[src/rtl/lc3b_types.sv]
// Shared LC-3b types: address word, cache-line vector and the memory arbiter
// state/grant encodings.
package lc3b_types;

   typedef logic [15:0] lc3b_word;

   localparam int unsigned LC3B_LINE_WIDTH = 128;
   typedef logic [LC3B_LINE_WIDTH-1:0] lc3b_line;

   typedef enum logic [1:0] {
      IDLE    = 2'd0,
      SERVE_I = 2'd1,
      SERVE_D = 2'd2
   } arb_state_e;

   typedef enum logic {
      GRANT_I = 1'b0,
      GRANT_D = 1'b1
   } arb_grant_e;

endpackage

[src/rtl/mem_arbiter.sv]
// Two-port (instruction/data cache) arbiter in front of a single physical
// memory; round-robin on ties, one transaction in flight at a time.
module mem_arbiter
   import lc3b_types::*;
#(
   parameter int unsigned LINE_WIDTH = LC3B_LINE_WIDTH
) (
   input  logic                  clk,
   input  logic                  rst_n,

   input  logic                  i_read,
   input  lc3b_word              i_address,
   output logic [LINE_WIDTH-1:0] i_rdata,
   output logic                  i_resp,

   input  logic                  d_read,
   input  logic                  d_write,
   input  lc3b_word              d_address,
   input  logic [LINE_WIDTH-1:0] d_wdata,
   output logic [LINE_WIDTH-1:0] d_rdata,
   output logic                  d_resp,

   output logic                  pmem_read,
   output logic                  pmem_write,
   output lc3b_word              pmem_address,
   output logic [LINE_WIDTH-1:0] pmem_wdata,
   input  logic [LINE_WIDTH-1:0] pmem_rdata,
   input  logic                  pmem_resp
);

   arb_state_e            state, next_state;
   arb_grant_e            last_grant, next_grant;
   logic                  grant_i, grant_d;
   logic                  i_req, d_req;
   lc3b_word              addr_q;
   logic                  write_q;
   logic [LINE_WIDTH-1:0] wdata_q;

   assign i_req = i_read;
   assign d_req = d_read | d_write;

   always_ff @(posedge clk or negedge rst_n) begin
      if (!rst_n) begin
         state      <= IDLE;
         last_grant <= GRANT_I;
      end else begin
         state      <= next_state;
         last_grant <= next_grant;
      end
   end

   // Grants are only issued from IDLE, which forces an idle cycle between
   // transactions so a requester that drops after its resp is never re-served.
   always_comb begin
      next_state = state;
      next_grant = last_grant;
      grant_i    = 1'b0;
      grant_d    = 1'b0;
      case (state)
         IDLE: begin
            if (i_req && d_req) begin
               if (last_grant == GRANT_I) grant_d = 1'b1;
               else                       grant_i = 1'b1;
            end else if (i_req) begin
               grant_i = 1'b1;
            end else if (d_req) begin
               grant_d = 1'b1;
            end
            if (grant_i) begin
               next_state = SERVE_I;
               next_grant = GRANT_I;
            end else if (grant_d) begin
               next_state = SERVE_D;
               next_grant = GRANT_D;
            end
         end
         SERVE_I, SERVE_D: begin
            if (pmem_resp) next_state = IDLE;
         end
         default: next_state = IDLE;
      endcase
   end

   // The transaction is frozen at grant time; requester changes while it is
   // in flight have no effect. A simultaneous read+write is a write.
   always_ff @(posedge clk or negedge rst_n) begin
      if (!rst_n) begin
         addr_q  <= '0;
         write_q <= 1'b0;
         wdata_q <= '0;
      end else if (grant_i) begin
         addr_q  <= i_address;
         write_q <= 1'b0;
      end else if (grant_d) begin
         addr_q  <= d_address;
         write_q <= d_write;
         if (d_write) wdata_q <= d_wdata;
      end
   end

   assign pmem_read    = (state != IDLE) && !write_q;
   assign pmem_write   = (state != IDLE) &&  write_q;
   assign pmem_address = addr_q;
   assign pmem_wdata   = wdata_q;

   assign i_resp  = (state == SERVE_I) && pmem_resp;
   assign d_resp  = (state == SERVE_D) && pmem_resp;
   assign i_rdata = i_resp ? pmem_rdata : '0;
   assign d_rdata = d_resp ? pmem_rdata : '0;

endmodule

[config.mk]
export PLATFORM = sky130hd
export DESIGN_NAME = mem_arbiter
export DESIGN_NICKNAME = d
export VERILOG_FILES = /design/src/rtl/lc3b_types.sv /design/src/rtl/mem_arbiter.sv
export SDC_FILE = /design/constraint.sdc
export NUM_CORES = 1
export LEC_CHECK = 0
export ABC_AREA = 0
export CORE_AREA = 2 2 272 274
export DETAILED_ROUTE_END_ITERATION = 10
export DIE_AREA = 0 0 274 276
export SYNTH_ARGS = -nofsm -noshare
export SYNTH_HDL_FRONTEND = slang
export SYNTH_SLANG_ARGS = --single-unit
[constraint.sdc]
create_clock -name clk -period 4.85 [get_ports clk]
set_clock_uncertainty 0.1 [all_clocks]
set_input_delay 0.485 -clock clk [delete_from_list [all_inputs] [get_ports clk]]
set_output_delay 0.485 -clock clk [all_outputs]
set_load 0.05 [all_outputs]
==> impl_metrics.json <==
{
  "cp.arrival_ps": 3120,
  "die_w_um": 274,
  "yosysWarnings": 0,
  "hpwl_um": 42500,
  "worstMarginPinSlew_ps": 854,
  "outcome": "finished clean",
  "first_pass_iters": 5,
  "grt_pass1_vias": 8876,
  "syn_inst": 706,
  "top_level_ports": 698,
  "critPathTopFamily": "buffers and inverters",
  "place_congestion": 0.992,
  "path_cells": "inv_1, ha_2, buf_12, and3_1, clkdlybuf4s50_1",
  "cp_slowest_cell": "clkdlybuf4s50_1",
  "cts_tree": "done",
  "worstSkewPairLatency_ps": 430,
  "clock.fmax_ghz": 0.270,
  "clkSinkCount": 148,
  "path_buf_inv": 3,
  "report.final.hold_viol_count": 0,
  "cts_buffers": 17,
  "hold_ws_ps": 409,
  "max_cap_viol_count": 0,
  "vias_per_cell": 3.74,
  "port_buffers": 697,
  "syn-cell-area_um2": 8180,
  "synth_seq_area_share": 0.453,
  "die_y_um": 276,
  "final-setup-viol-count": 0,
  "drive_above_1_share": 0.131,
  "h-tree-depth": 4,
  "ys_top_cells_by_area": "dfrtp_1 45%, and3_1 20%, mux2_4 19%, mux2_2 3.7%, buf_12 2.7%",
  "p_leak_nw": 7.43,
  "fin_total_pwr_mw": 10.9,
  "cts_hold_buf": 1,
  "min_period_ps": 3700,
  "post_cts_buffers": 0,
  "drc": 0,
  "grt_pass1_wl_um": 70200,
  "cts_root_buf": "clkbuf_16",
  "ir_drop_uv": 420,
  "yosysTopAreaCellShare": 0.453,
  "antenna_left": 0,
  "synth_most_common_cell": "and3_1",
  "synth_top_cells_by_count": "256 x and3_1, 148 x dfrtp_1, 101 x mux2_4",
  "syn_area_per_cell_um2": 11.6,
  "grt_max_degree": 119,
  "clk_pin_slew_ps": 60,
  "slowest_delay_ps": 820,
  "yosysTopAreaCell": "dfrtp_1",
  "crit_fanout": 53,
  "post-route-period-util": 0.763,
  "nets": 1654,
  "dp.cells": 2296,
  "slew_violations": 0,
  "cts_buffer_depth": 2,
  "drt_iter0_drc": 650,
  "track_usage": 0.131,
  "crit_path_start_kind": "flip-flop",
  "ctsResizeCount": 0,
  "tns_ps": 0,
  "syn_to_final_growth_pct": 104,
  "final_cells": 2333,
  "rsz0062_at_grt": "false",
  "drt-total-wl_um": 51700,
  "antenna_found_initial": 34,
  "initial_core_util": 0.113,
  "rows": 99,
  "synth_edf_count": 0,
  "async_reset_ff_frac": 1.00,
  "power_per_cell_area_nw_per_um2": 657,
  "wire_per_inst_um": 22.2,
  "hold_class": "reg2reg",
  "core_region_area_um2": 72600,
  "critPathRequiredTime_ps": 4260,
  "die-area_um2": 75600,
  "fin_util": 0.229,
  "endpoint_kind": "primary output",
  "grt-ovfl-total": 0,
  "synth_cell_type_count": 26,
  "crit_type": "reg2out",
  "vias": 8720,
  "synth_seq_cells": 148,
  "yosys_most_used_dff": "dfrtp_1",
  "relSlewSlack": 0.431,
  "synth_fp_nets": 1003
}
metrics by stage:
step           worst slack [ps]  instance area, um^2
5_1_grt                     945                16600
3_5_place_dp               1570                16000
2_1_floorplan              2680                 8180
6_report                   1150                16600
4_1_cts                    1050                16600
3_3_place_gp               1590                16000
worst paths after layout:
| path | startpoint | end | slack (ps) | cells past startpoint |
|---|---|---|---|---|
| min | pmem_wdata[1]$_DFFE_PN0P_ | pmem_wdata[1]$_DFFE_PN0P_ | 410 | 1 |
| max reg2reg | state[0]$_DFFE_PN0P_ | pmem_wdata[36]$_DFFE_PN0P_ | 1980 | 5 |
| min reg2reg | pmem_wdata[1]$_DFFE_PN0P_ | pmem_wdata[1]$_DFFE_PN0P_ | 410 | 1 |
| max | state[1]$_DFFE_PN0P_ | i_rdata[18] | 1150 | 5 |
| max in group asynchronous | rst_n | pmem_wdata[58]$_DFFE_PN0P_ | 3020 | 3 |
| min in group asynchronous | rst_n | pmem_wdata[30]$_DFFE_PN0P_ | 470 | 2 |
per-layer routing:
layer | vias to the layer above | routed length, um | global-route usage
met4 | 44 | 1010 | 0.0346
li1 | 3842 | - | -
met1 | 4315 | 18900 | 0.140
met5 | - | 272 | 0
met2 | 432 | 24900 | 0.220
met3 | 87 | 6730 | 0.0759
placed cells by master (no fill, tap or decap), drive strengths merged:
master / netlist / final
diode: 0 / 5
o31ai: 1 / 1
clkinv: 0 / 3
o31a: 1 / 1
ha: 3 / 3
dlygate4sd3: 0 / 1
o21a: 1 / 1
o21ai: 16 / 16
o32ai: 2 / 2
inv: 3 / 5
dfrtp: 148 / 148
clkdlybuf4s50: 0 / 695
a21oi: 18 / 18
o21bai: 1 / 1
a31oi: 17 / 17
bufinv: 0 / 3
and3: 256 / 256
buf: 23 / 16
nand2: 5 / 5
mux2: 128 / 128
and2: 3 / 3
nor2b: 2 / 2
clkbuf: 57 / 19
nor2: 19 / 19
clkinvlp: 0 / 4
o21ba: 1 / 1
nand3: 1 / 1
area by class of cell:
class	count	area, um^2
Fill cell	7802	55900
Sequential cell	148	3700
Multi-Input combinational cell	475	3970
Inverter	3	11.3
Antenna cell	5	12.5
Timing Repair Buffer	712	7150
Clock buffer	19	433
Clock inverter	12	156
Tap cell	959	1200
kinds of logic after synthesis:
family / count (synthesis) / synth area share
compound gates: 58 / 0.0432
simple gates: 286 / 0.212
mux: 128 / 0.223
fa+ha+maj: 3 / 0.00459
buf+inv: 83 / 0.0643
flops: 148 / 0.453
sequential cells by signal (all words and copies together), names as in the netlist:
signal	flops
pmem_address	16
last_grant	1
state	2
pmem_wdata	128
write_q	1
report_power, final:
part	internal, mW	switching (mW)
clock network	0.807	0.545
registers	1.87	0.385
logic	2.72	4.61
total	5.40	5.54
No activity file was read; power rests on OpenSTA's default activity.
